`src/rtl/hilo_div_sched_pkg.sv`:
```
// Shared definitions for the HI/LO divider scheduler: FSM encodings and the
// architectural divide-by-zero quotient.
package hilo_div_sched_pkg;

    typedef enum logic [2:0] {
        S_IDLE   = 3'd0,
        S_LAUNCH = 3'd1,
        S_WAIT   = 3'd2,
        S_RESP   = 3'd3,
        S_DRAIN  = 3'd4
    } state_e;

    localparam logic [31:0] DIV0_QUOTIENT = 32'hFFFF_FFFF;

endpackage

```
`src/rtl/hilo_div_sched_rr_arb2.sv`:
```
// Two-way round-robin arbiter: a lone requester always wins, on a tie the
// pointer picks the winner.
module rr_arb2 (
    input  logic [1:0] req_i,
    input  logic       ptr_i,
    output logic [1:0] gnt_o
);

    always_comb begin
        gnt_o = req_i;
        if (&req_i) gnt_o = ptr_i ? 2'b10 : 2'b01;
    end

endmodule

```
`src/rtl/hilo_div_sched.sv`:
```
// Schedules the shared iterative divider between the integer pipe (port 0)
// and the coprocessor (port 1); one operation in flight at a time.
module hilo_div_sched
    import hilo_div_sched_pkg::*;
#(
    parameter int WDOG_CYCLES = 40,
    parameter int CNT_W       = 6
) (
    input  logic        clk_i,
    input  logic        rst_ni,
    input  logic [1:0]  req_valid_i,
    input  logic [1:0]  req_signed_i,
    input  logic [31:0] req_a0_i,
    input  logic [31:0] req_b0_i,
    input  logic [31:0] req_a1_i,
    input  logic [31:0] req_b1_i,
    output logic [1:0]  req_grant_o,
    input  logic [1:0]  cancel_i,
    output logic        div_start_o,
    output logic        div_signed_o,
    output logic [31:0] div_a_o,
    output logic [31:0] div_b_o,
    input  logic        div_busy_i,
    input  logic [31:0] div_q_i,
    input  logic [31:0] div_r_i,
    output logic        rsp_valid_o,
    input  logic        rsp_ready_i,
    output logic        rsp_id_o,
    output logic [31:0] rsp_q_o,
    output logic [31:0] rsp_r_o,
    output logic        rsp_err_o,
    output logic        sched_busy_o
);

    state_e             state_q;
    logic               rr_ptr_q;
    logic               owner_q;
    logic               signed_q;
    logic [31:0]        a_q, b_q;
    logic [31:0]        q_q, r_q;
    logic               err_q;
    logic [CNT_W-1:0]   wdog_q;

    logic [1:0]  arb_req, arb_gnt;
    logic        winner;
    logic [31:0] win_a, win_b;
    logic        own_cancel, busy_done, wdog_hit;

    // A request flushed in the same cycle never competes for the divider.
    assign arb_req = req_valid_i & ~cancel_i;

    rr_arb2 u_arb (
        .req_i (arb_req),
        .ptr_i (rr_ptr_q),
        .gnt_o (arb_gnt)
    );

    assign req_grant_o = (state_q == S_IDLE) ? arb_gnt : 2'b00;
    assign winner      = arb_gnt[1];
    assign win_a       = winner ? req_a1_i : req_a0_i;
    assign win_b       = winner ? req_b1_i : req_b0_i;
    assign own_cancel  = cancel_i[owner_q];
    // wdog >= 1 skips the cycle right after start, before the divider raises busy.
    assign busy_done   = !div_busy_i && (wdog_q != '0);
    assign wdog_hit    = wdog_q >= CNT_W'(WDOG_CYCLES);

    assign div_start_o  = (state_q == S_LAUNCH);
    assign rsp_valid_o  = (state_q == S_RESP);
    assign sched_busy_o = (state_q != S_IDLE);
    assign div_signed_o = signed_q;
    assign div_a_o      = a_q;
    assign div_b_o      = b_q;
    assign rsp_id_o     = owner_q;
    assign rsp_q_o      = q_q;
    assign rsp_r_o      = r_q;
    assign rsp_err_o    = err_q;

    always_ff @(posedge clk_i or negedge rst_ni) begin
        if (!rst_ni) begin
            state_q  <= S_IDLE;
            rr_ptr_q <= 1'b0;
            owner_q  <= 1'b0;
            signed_q <= 1'b0;
            a_q      <= '0;
            b_q      <= '0;
            q_q      <= '0;
            r_q      <= '0;
            err_q    <= 1'b0;
            wdog_q   <= '0;
        end else begin
            case (state_q)
                S_IDLE: if (|arb_gnt) begin
                    owner_q  <= winner;
                    rr_ptr_q <= ~winner;
                    err_q    <= 1'b0;
                    if (win_b == '0) begin
                        q_q     <= DIV0_QUOTIENT;
                        r_q     <= win_a;
                        state_q <= S_RESP;
                    end else begin
                        a_q      <= win_a;
                        b_q      <= win_b;
                        signed_q <= req_signed_i[winner];
                        state_q  <= S_LAUNCH;
                    end
                end
                S_LAUNCH: begin
                    wdog_q  <= '0;
                    state_q <= own_cancel ? S_DRAIN : S_WAIT;
                end
                S_WAIT: begin
                    if (own_cancel) begin
                        wdog_q  <= wdog_q + CNT_W'(1);
                        state_q <= S_DRAIN;
                    end else if (busy_done) begin
                        q_q     <= div_q_i;
                        r_q     <= div_r_i;
                        state_q <= S_RESP;
                    end else if (wdog_hit) begin
                        err_q   <= 1'b1;
                        q_q     <= '0;
                        r_q     <= '0;
                        state_q <= S_RESP;
                    end else begin
                        wdog_q <= wdog_q + CNT_W'(1);
                    end
                end
                S_DRAIN: begin
                    if (busy_done || wdog_hit) state_q <= S_IDLE;
                    else                       wdog_q  <= wdog_q + CNT_W'(1);
                end
                S_RESP: if (own_cancel || rsp_ready_i) state_q <= S_IDLE;
                default: state_q <= S_IDLE;
            endcase
        end
    end

endmodule

```
`config.mk`:
```
export PLATFORM = sky130hd
export DESIGN_NAME = hilo_div_sched
export DESIGN_NICKNAME = d
export VERILOG_FILES = /design/src/rtl/hilo_div_sched_pkg.sv /design/src/rtl/hilo_div_sched_rr_arb2.sv /design/src/rtl/hilo_div_sched.sv
export SDC_FILE = /design/constraint.sdc
export NUM_CORES = 1
export LEC_CHECK = 0
export CORE_UTILIZATION = 40
export DETAILED_ROUTE_END_ITERATION = 8
export PLACE_DENSITY = 0.91
export SLEW_MARGIN = 15
export SYNTH_ARGS = -nofsm -noshare
export SYNTH_HDL_FRONTEND = slang
export SYNTH_SLANG_ARGS = --single-unit
```
`constraint.sdc`:
```
create_clock -name clk_i -period 3.4 [get_ports clk_i]
set_clock_uncertainty 0.05 [all_clocks]
set_input_delay 0.85 -clock clk_i [delete_from_list [all_inputs] [get_ports clk_i]]
set_output_delay 0.85 -clock clk_i [all_outputs]
set_load 0.05 [all_outputs]
```
==> impl_metrics.csv, run 1 <==
group,metric,value,unit
status,status,"complete, no violations",
clocking,cts_resized,0,
cells_and_area,fin_nets,1218,
power,leakage,4.39,nW
sta,drv_slew,0,
route,drt_iter0_markers,299,
floorplanning,die-width,132,um
route,wire_per_inst,18.0,um
clocking,clock-sinks,141,
power,cellPowerDensity,994,nW/um2
route,post-route-drc-count,0,
sta,rsz0062_at_grt,"false",
setup_path,reg2regPathDepth,9,
power,power,11.0,mW
power,p_comb_share,57.4,%
placed_design,gp_congestion,0.870,
setup_path,critical_path.cell_chain,"clkdlybuf4s50_1, or3b_1, and2_4, a31oi_1, nor3_4, nor2_4, mux2_2",
sta,layout_worst_path_cycle_share,93.8,%
yosys,yosysTopAreaCell,"dfrtp_1",
setup_path,cp.depth,7,
cells_and_area,fin_cells,1248,
placed_design,placed_cells,1215,
setup_path,slowest_delay,750,ps
yosys,synth_most_common_cell,"dfrtp_1",
setup_path,path_class,"in2reg",
grt,grt_overflow,0,
yosys,syn_area,6720,um2
yosys,ys.flop_type,"dfrtp_1",
route,wl,22.5,mm
setup_path,r2r_slack,370,ps
yosys,synthDominantCellAreaShare,52.5,%
grt,grt_pass1_vias,6653,
yosys,async_flop_share,100,%
power,ir_drop,547,uV
setup_path,cp.required,3640,ps
clocking,path_clk_slew,60,ps
route,dr.pass1.iters,4,
sta,tightestPinTransition,1000,ps
yosys,synthCells,682,
sta,fin_ws,212,ps
placed_design,port_buffers,337,
yosys,avgSynthCellArea,9.86,um2
grt,grt_max_degree,87,
clocking,holdBufCountCts,0,
power,power_frac_seq,26.1,%
yosys,synth-seq-cells,141,
floorplanning,io_pins,338,
yosys,synth_edf_count,0,
clocking,htree_levels,4,
yosys,yosys-top-cells-count,"141 x dfrtp_1, 103 x nor2_1, 102 x a21oi_1",
clocking,cts-root-buf,"clkbuf_16",
floorplanning,rows,47,
sta,setup_viol,0,
floorplanning,start_util,40.7,%
flow_run,cap_violations,0,
floorplanning,dieHeight,132,um
clocking,cts_buffer_depth,2,
setup_path,crit_path_end_kind,"flip-flop",
yosys,synth-warning-count,0,
yosys,syn_nets,886,
cells_and_area,seqCellArea,3530,um2
floorplanning,design.core.area,16500,um2
clocking,cts_tree,"done",
clocking,cts_made_buffers,17,
sta,hold_viol_final,0,
grt,track_usage,26.1,%
grt,grt_pass1_wl,35.0,mm
clocking,clock_latency,410,ps
setup_path,critPathTopFamily,"simple AND/OR/NAND/NOR gates",
setup_path,cp_num_buf_inv,1,
sta,relSlewSlack,33.1,%
route,drtAntennaViolNets,0,
yosys,synthTopCellsByArea,"dfrtp_1 52%, mux2i_1 9.8%, a21oi_1 7.6%, nor2_1 5.8%, mux2_1 5.0%",
sta,clock.fmax,0.314,GHz
setup_path,arrival,3430,ps
cells_and_area,areaGrowthSynthToFinish,64.4,%
cells_and_area,layout-drive-gt1-share,7.21,%
setup_path,startpoint_type,"input port",
yosys,ys_seq_area_share,52.5,%
power,p_sw,5.35,mW
placed_design,pre_cts_slack,-238,ps
cells_and_area,multiInputGateArea,2990,um2
power,clockPowerShare,16.5,%
grt,antenna_found_initial,2,
power,p_int,5.64,mW
hold_path,min_path_type,"in2async",
sta,fin_crit,3190,ps
placed_design,hpwl,16.6,mm
route,viasPerCell,5.30,
clocking,cts_setup_buffers,0,
floorplanning,die-area,17300,um2
setup_path,cp_slowest_cell,"nor2_4",
setup_path,path_max_fanout,32,
cells_and_area,n_fill_cell,1241,
route,num_vias,6615,
yosys,synth.distinct_cells,41,
power,p_sw_share,48.7,%
==> final cells by class <==
cell class                 instances  area share (%)
multi-input combinational        484            27.1
tap                              220            2.49
inverter                           5           0.170
antenna                            2          0.0453
sequential                       141            31.9
timing repair buffer             365            33.1
clock inverter                    10           0.951
clock buffer                      21            4.26
==> worst reg2reg max path: stages, from the launching register on <==
cell and delay, ps:
dfrtp_1 430, inv_1 90, ha_1 140, nor3b_1 430
o22ai_1 180, o22ai_1 170, buf_4 170, nor3_4 60
nor2_4 750, mux2_2 440
==> sequential cells by signal, indices dropped and copies added, names as in the netlist <==
name	cells
div_signed_o	1
rsp_q_o	32
rr_ptr_q	1
div_a_o	32
rsp_r_o	32
state_q	3
rsp_id_o	1
rsp_err_o	1
wdog_q	6
div_b_o	32
==> per-stage QoR <==
stage	setup TNS [ps]	hold slack (ps)	cell area, um2	utilization (%)
floorplan	0	416	6720	-
detailed placement	-7670	431	10500	63.4
finish	0	356	11000	66.9
CTS	0	364	11000	66.8
global placement	-4220	423	10500	63.4
global route	0	390	11000	66.9
==> path summary, 6_finish.rpt <==
path | startpoint | to
setup / recovery | req_valid_i[0] | rsp_r_o[20]
hold / removal | rst_ni | rsp_q_o[4]
setup reg to reg | wdog_q[0] | rsp_r_o[20]
hold reg to reg | rsp_r_o[12] | rsp_r_o[12]
max in group asynchronous | rst_ni | div_b_o[23]
min in group clk_i | rsp_r_o[12] | rsp_r_o[12]
==> power groups by stage <==
stage | logic (mW) | clock network (mW) | registers (mW)
after global placement | 6.19 | 0 | 2.84
after floorplan | 1.64 | 0 | 5.43
after global routing | 6.61 | 1.92 | 2.96
final | 6.31 | 1.81 | 2.87
after CTS | 6.33 | 1.85 | 2.86
after detailed placement | 6.30 | 0 | 2.88
==> per-layer routing <==
metal,track usage [%],routed length (um),vias to the layer above
met5,0,0,-
met4,11.1,716,0
met3,6.75,1680,45
met2,44.6,11200,297
met1,30.9,8820,3181
li1,-,-,3092
==> cell usage in the layout, fill, tap and decap left out, types with 2 or more instances in the layout <==
| cell type | synthesis | routed |
|---|---|---|
| nor4_1 | 14 | 14 |
| and3_1 | 2 | 2 |
| or3_1 | 2 | 2 |
| a21oi_1 | 102 | 101 |
| clkinv_4 | 0 | 2 |
| buf_4 | 3 | 24 |
| nor3b_1 | 4 | 3 |
| nand4_1 | 3 | 3 |
| nor2b_1 | 5 | 5 |
| inv_1 | 5 | 5 |
| mux2i_1 | 66 | 66 |
| mux2_1 | 30 | 30 |
| clkbuf_8 | 0 | 3 |
| mux2_2 | 3 | 3 |
| buf_12 | 0 | 6 |
| or4_1 | 2 | 2 |
| clkinvlp_4 | 0 | 3 |
| dfrtp_1 | 141 | 141 |
| ha_1 | 2 | 2 |
| clkbuf_16 | 0 | 17 |
| nand3_1 | 54 | 54 |
| inv_6 | 0 | 4 |
| clkdlybuf4s50_1 | 0 | 334 |
| nor2_1 | 103 | 102 |
| diode_2 | 0 | 2 |
| o31ai_1 | 2 | 2 |
| o22ai_1 | 3 | 3 |
| nand2_1 | 6 | 6 |
| nor3_1 | 4 | 4 |
| nor2_4 | 0 | 2 |
| o21ai_0 | 59 | 59 |
| a31oi_1 | 2 | 2 |
==> cells by family (layout without fill, tap and decap cells) <==
kind of cell / count (synthesis) / after routing / synth area share (%)
other: 0 / 2 / 0
DFF: 141 / 141 / 52.5
and+or+nand+nor: 209 / 209 / 14.8
muxes: 99 / 99 / 15.4
adders and majority gates: 2 / 2 / 0.372
AOI/OAI and AO/OA: 173 / 173 / 13.3
xor gates and xnor gates: 1 / 1 / 0.130
buffers and inverters: 57 / 401 / 3.59
(Power assumes the default switching activity.)
==> inputs of run 2 (changes only) <==
--- a/config.mk
+++ b/config.mk
@@ -8,6 +8,7 @@
 export CORE_UTILIZATION = 40
 export DETAILED_ROUTE_END_ITERATION = 8
 export PLACE_DENSITY = 0.91
+export REMOVE_ABC_BUFFERS = 1
 export SLEW_MARGIN = 15
 export SYNTH_ARGS = -nofsm -noshare
 export SYNTH_HDL_FRONTEND = slang
==> run 2 against run 1 <==
Compared with the run above: maximum frequency down 0.61%; register-to-register slack got worse by 30 ps; final cell count up 0.16%; via count decreased by 0.24%; critical path depth shrank 4; design area grew 0.51%; setup slack got worse by 20 ps; wire length decreased by 1.7%; first-iteration DRC count decreased by 5.4%; sequential power is essentially flat; non-clock buffer count is 4 higher; clock power increased by 8%.
==> impl_metrics.csv, run 2 (synthesis results as in run 1) <==
group,metric,value,unit
status,status,"complete, no violations",
floorplanning,io_pins,338,
floorplanning,dieHeight,132,um
grt,grt_max_degree,77,
clocking,cts-root-buf,"clkbuf_16",
cells_and_area,antenna_cells,0,
power,cellPowerDensity,999,nW/um2
grt,grt_overflow,0,
setup_path,r2r_slack,340,ps
cells_and_area,post-route-util,67.2,%
sta,clock.fmax,0.312,GHz
clocking,cts_made_buffers,17,
clocking,holdBufCountCts,0,
setup_path,startpoint_type,"flip-flop",
setup_path,path_max_fanout,10,
floorplanning,die-width,132,um
grt,grt_pass1_vias,6890,
floorplanning,design.core.area,16500,um2
setup_path,reg2regPathDepth,9,
clocking,cts_buffer_depth,2,
route,drtAntennaViolNets,0,
sta,drv_slew,0,
setup_path,r2r-end,"rsp_r_o[18]",
setup_path,critical_path.cell_chain,"nor2b_1, nor2b_1, clkdlybuf4s50_1",
route,viasPerCell,5.28,
clocking,clock_latency,410,ps
route,dr.pass1.iters,4,
placed_design,hpwl,16.6,mm
sta,fin_crit,3210,ps
cells_and_area,fin_nets,1222,
floorplanning,rows,47,
grt,antenna_found_initial,0,
setup_path,path_class,"reg2out",
grt,grt_pass1_wl,34.9,mm
floorplanning,die-area,17300,um2
setup_path,cp_num_buf_inv,1,
sta,timing.setup.tns,0,ps
route,num_vias,6599,
placed_design,gp_congestion,0.879,
route,wire_per_inst,17.7,um
clocking,cts_tree,"done",
flow_run,cap_violations,0,
power,leakage,4.42,nW
sta,layout_worst_path_cycle_share,94.3,%
power,ir_drop,537,uV
sta,rsz0062_at_grt,"false",
setup_path,arrival,2310,ps
floorplanning,start_util,40.7,%
cells_and_area,layout-drive-gt1-share,7.57,%
cells_and_area,final_common_cell,"clkdlybuf4s50_1",
clocking,path_clk_slew,60,ps
cells_and_area,n_fill_cell,1231,
sta,hold_viol_final,0,
setup_path,crit_path_end_kind,"primary output",
route,wl,22.1,mm
sta,relSlewSlack,33.0,%
route,post-route-drc-count,0,
setup_path,r2r-start,"wdog_q[0]",
cells_and_area,final_cell_mix,"334 x clkdlybuf4s50_1, 141 x dfrtp_1, 102 x nor2_1",
clocking,cts_resized,0,
sta,fin_ws,192,ps
setup_path,cp.required,2500,ps
setup_path,cp_slowest_cell,"clkdlybuf4s50_1",
clocking,cts_setup_buffers,0,
clocking,clock-sinks,141,
grt,track_usage,25.9,%
placed_design,port_buffers,337,
sta,setup_viol,0,
setup_path,cpMostUsedCell,"nor2b_1",
placed_design,pre_cts_slack,-222,ps
setup_path,critPathTopFamily,"buffers and inverters",
hold_path,min_path_type,"in2async",
sta,tightestPinTransition,1000,ps
cells_and_area,areaGrowthSynthToFinish,65.2,%
clocking,htree_levels,4,
route,drt_iter0_markers,283,
setup_path,slowest_delay,850,ps
run 2: changes by cell type in the layout (fill, tap and decap cells not counted):
cell	before	now
buf_4	24	29
buf_12	6	5
inv_6	4	3
clkinvlp_4	3	4
clkinv_2	0	1
diode_2	2	0
clkbuf_8	3	0
bufinv_16	1	4
clkinv_4	2	1
run 2: power by group:
part	leakage [nW]	switching [mW]	internal (mW)	total, mW
Sequential	1.69	0.430	2.41	2.84
Combinational	2.44	4.14	2.16	6.30
Clock	0.289	0.733	1.23	1.96
Total	4.42	5.30	5.80	11.1
run 2: worst max path at each step:
stage	slack (ps)	end	startpoint	cells past startpoint
6_report	190	div_start_o	state_q[0]	3
5_1_grt	60	div_start_o	state_q[0]	3
4_1_cts	180	div_start_o	state_q[0]	3
3_5_place_dp	-220	rsp_r_o[18]	req_valid_i[0]	8
3_3_place_gp	-160	rsp_r_o[20]	req_valid_i[0]	7
2_1_floorplan	-3210	div_a_o[0]	req_valid_i[1]	5
run 2: cell type report:
class                   instances  area [um2]  area share (%)
clock inverters                13         190            1.71
repair buffers                369        3670            33.1
inverters                       5        18.8           0.169
well taps                     220         275            2.48
multi-input cells             484        2990            26.9
flip-flops and latches        141        3530            31.8
clock buffers                  18         429            3.86
run 2: stage by stage:
stage	area (um2)	power, mW	instances	hold WS (ps)
floorplan	6500	7.00	630	416
global placement	10500	9.01	1219	423
detailed placement	10500	9.18	1219	434
CTS	11100	11.2	1250	270
global route	11100	11.6	1250	281
finish	11100	11.1	1250	268
run 2: worst register-to-register path: stages, from the launching register on:
cell and delay [ps]:
dfrtp_1 420, inv_1 80, ha_1 140, nor3b_1 420
o22ai_1 180, o22ai_1 220, buf_4 180, nor2_4 40
nor2_4 790, mux2_1 410
run 2: metal layers:
metal / global-route usage, % / routed length (um) / vias up
met1: 27.7 / 8190 / 3132
met5: 0 / 0 / -
li1: - / - / 3102
met3: 8.49 / 1850 / 66
met2: 45.1 / 11100 / 299
met4: 13.5 / 886 / 0
==> inputs of run 3 (changes only) <==
--- a/config.mk
+++ b/config.mk
@@ -5,9 +5,10 @@
 export SDC_FILE = /design/constraint.sdc
 export NUM_CORES = 1
 export LEC_CHECK = 0
+export ABC_AREA = 1
 export CORE_UTILIZATION = 40
 export DETAILED_ROUTE_END_ITERATION = 8
-export PLACE_DENSITY = 0.91
+export PLACE_DENSITY = 0.87
 export REMOVE_ABC_BUFFERS = 1
 export SLEW_MARGIN = 15
 export SYNTH_ARGS = -nofsm -noshare
==> run 3 against run 2 <==
Compared with the run above: critical path depth up 8; global-route usage up 0.56 points; sequential share of layout area down 3.4 points; via count up 33%; utilization down 3.7 points; sequential cell count unchanged; synthesized cell count up 70%; critical path type is now in2out; largest cell class unchanged.
==> impl_metrics.csv, run 3 <==
group,metric,value,unit
status,status,"complete, no violations",
yosys,synth.distinct_cells,24,
grt,track_usage,26.4,%
yosys,synth-warning-count,0,
yosys,yosysTopAreaCell,"dfrtp_1",
yosys,synthDominantCellAreaShare,43.9,%
sta,fin_crit,3170,ps
cells_and_area,antenna_cells,0,
floorplanning,rows,51,
route,num_vias,8782,
power,power_frac_seq,23.0,%
route,wl,26.7,mm
cells_and_area,final_cell_mix,"456 x nand2_1, 333 x clkdlybuf4s50_1, 151 x inv_1",
floorplanning,dieHeight,144,um
setup_path,startpoint_type,"input port",
yosys,synthTopCellsByArea,"dfrtp_1 44%, nand2_1 21%, inv_1 7.1%, nand3_1 6.4%, nand4_1 5.3%",
floorplanning,die-area,20700,um2
placed_design,hpwl,19.0,mm
setup_path,arrival,2270,ps
flow_run,cap_violations,0,
placed_design,port_buffers,337,
grt,grt_pass1_wl,42.0,mm
placed_design,pre_cts_slack,45.8,ps
hold_path,min_path_type,"in2async",
setup_path,cp.required,2500,ps
clocking,htree_levels,4,
clocking,cts-root-buf,"clkbuf_16",
grt,grt_pass1_vias,8378,
yosys,syn_area,8040,um2
cells_and_area,seqCellArea,3530,um2
power,power,12.9,mW
sta,layout_worst_path_cycle_share,93.2,%
route,post-route-drc-count,0,
placed_design,dpl-instance-area,11800,um2
yosys,ys_seq_area_share,43.9,%
floorplanning,design.core.area,19600,um2
clocking,cts_buffer_depth,2,
setup_path,path_class,"in2out",
grt,grt_overflow,0,
power,p_sw,6.62,mW
route,viasPerCell,5.03,
route,drtAntennaViolNets,0,
setup_path,path_max_fanout,15,
sta,drv_slew,0,
sta,setup_viol,0,
floorplanning,die-width,144,um
sta,rsz0062_at_grt,"false",
sta,clock.fmax,0.316,GHz
cells_and_area,final_common_cell,"nand2_1",
power,clockPowerShare,16.0,%
power,p_sw_share,51.3,%
yosys,avgSynthCellArea,6.95,um2
placed_design,gp_congestion,0.935,
clocking,cts_tree,"done",
clocking,clock_latency,420,ps
clocking,path_clk_slew,60,ps
yosys,yosys-top-cells-count,"460 x nand2_1, 152 x inv_1, 141 x dfrtp_1",
route,wire_per_inst,15.3,um
clocking,cts_made_buffers,17,
power,p_comb_share,61.0,%
cells_and_area,layout-drive-gt1-share,6.01,%
grt,grt_max_degree,98,
power,ir_drop,522,uV
cells_and_area,finalInstanceArea,12400,um2
cells_and_area,n_fill_cell,1659,
route,dr.pass1.iters,5,
yosys,async_flop_share,100,%
floorplanning,io_pins,338,
power,p_int,6.28,mW
sta,hold_slack,353,ps
sta,fin_ws,232,ps
cells_and_area,fin_nets,1673,
yosys,synth_most_common_cell,"nand2_1",
route,drt_iter0_markers,302,
yosys,synth-seq-cells,141,
grt,antenna_found_initial,0,
cells_and_area,areaGrowthSynthToFinish,54.9,%
clocking,clock-sinks,141,
setup_path,crit_path_end_kind,"primary output",
floorplanning,start_util,41.0,%
sta,tightestPinTransition,758,ps
yosys,synthCells,1157,
cells_and_area,multiInputGateArea,3540,um2
power,leakage,6.18,nW
yosys,ys.flop_type,"dfrtp_1",
sta,hold_viol_final,0,
power,cellPowerDensity,1040,nW/um2
sta,relSlewSlack,49.5,%
yosys,synth_edf_count,0,
## run 3: cell count changes in the layout (fill, tap and decap cells not counted), moves of 30 or more
| cell | delta |
|---|---|
| nand2_1 | +450 |
| inv_1 | +146 |
| a21oi_1 | -94 |
| nor2_1 | -81 |
| mux2i_1 | -66 |
| nand4_1 | +65 |
| nand3_1 | +47 |
| mux2_1 | -30 |
## run 3: path summary, 6_finish.rpt
kind                           startpoint        endpoint  slack (ps)  cells past startpoint
max                        req_valid_i[1]  req_grant_o[0]         230                     11
min                                rst_ni        rr_ptr_q         350                      1
max reg2reg                    state_q[0]     rsp_q_o[22]         930                     10
min reg2reg                   div_a_o[19]     div_a_o[19]         420                      2
max in group asynchronous          rst_ni     rsp_q_o[26]        2130                      2
min in group clk_i            div_a_o[19]     div_a_o[19]         420                      2
## run 3: worst max-delay path: stages
cell,delay (ps)
clkdlybuf4s50_1,450
inv_1,60
nor2_4,130
buf_12,150
inv_1,50
nand2_2,50
inv_1,50
nor2_1,110
nand2_1,100
inv_1,110
buf_12,150
## run 3: repair_timing
action / CTS / global route
hold endpoints to repair: 0 / 0
setup endpoints to repair: 0 / 1
hold buffers: 0 / 0
resized for setup: 0 / 1
setup buffers: 0 / 1
## run 3: kinds of logic (layout without fill, tap and decap cells)
logic type,count (synthesis),after routing,share of synthesized area (%)
mux,1,1,0.140
buf+inv,237,562,12.7
flops,141,141,43.9
fa+ha+maj,2,2,0.311
simple gates,690,690,37.6
compound gates,86,86,5.36
## run 3: per-layer routing
metal,track usage [%],part of all wire (%),up-vias,routed length [um]
met4,14.9,4.1,0,1090
met5,0,0,-,0
li1,-,-,4258,-
met2,44.4,48,397,12800
met1,30.0,39,4050,10500
met3,7.73,8.5,77,2270
## run 3: final cells by class
cell class,instances,share of cell area [%]
Tap cell,265,2.66
Sequential cell,141,28.3
Clock inverter,14,1.75
Multi-Input combinational cell,779,28.4
Clock buffer,18,3.45
Timing Repair Buffer,376,30.7
Inverter,154,4.64
## run 3: metrics by stage
step                TNS, ps  cells  utilization [%]
global route              0   1747             63.5
finish                    0   1747             63.5
floorplan           -457800   1074                -
detailed placement        0   1713             60.1
CTS                       0   1745             63.4
global placement          0   1713             60.1
## run 3: power groups by stage
stage / Sequential, mW / Combinational (mW) / Clock (mW)
floorplan: 5.53 / 2.30 / 0
global placement: 2.95 / 7.76 / 0
detailed placement: 2.97 / 7.88 / 0
CTS: 2.96 / 7.90 / 2.10
global route: 3.06 / 8.45 / 2.17
finish: 2.96 / 7.87 / 2.06
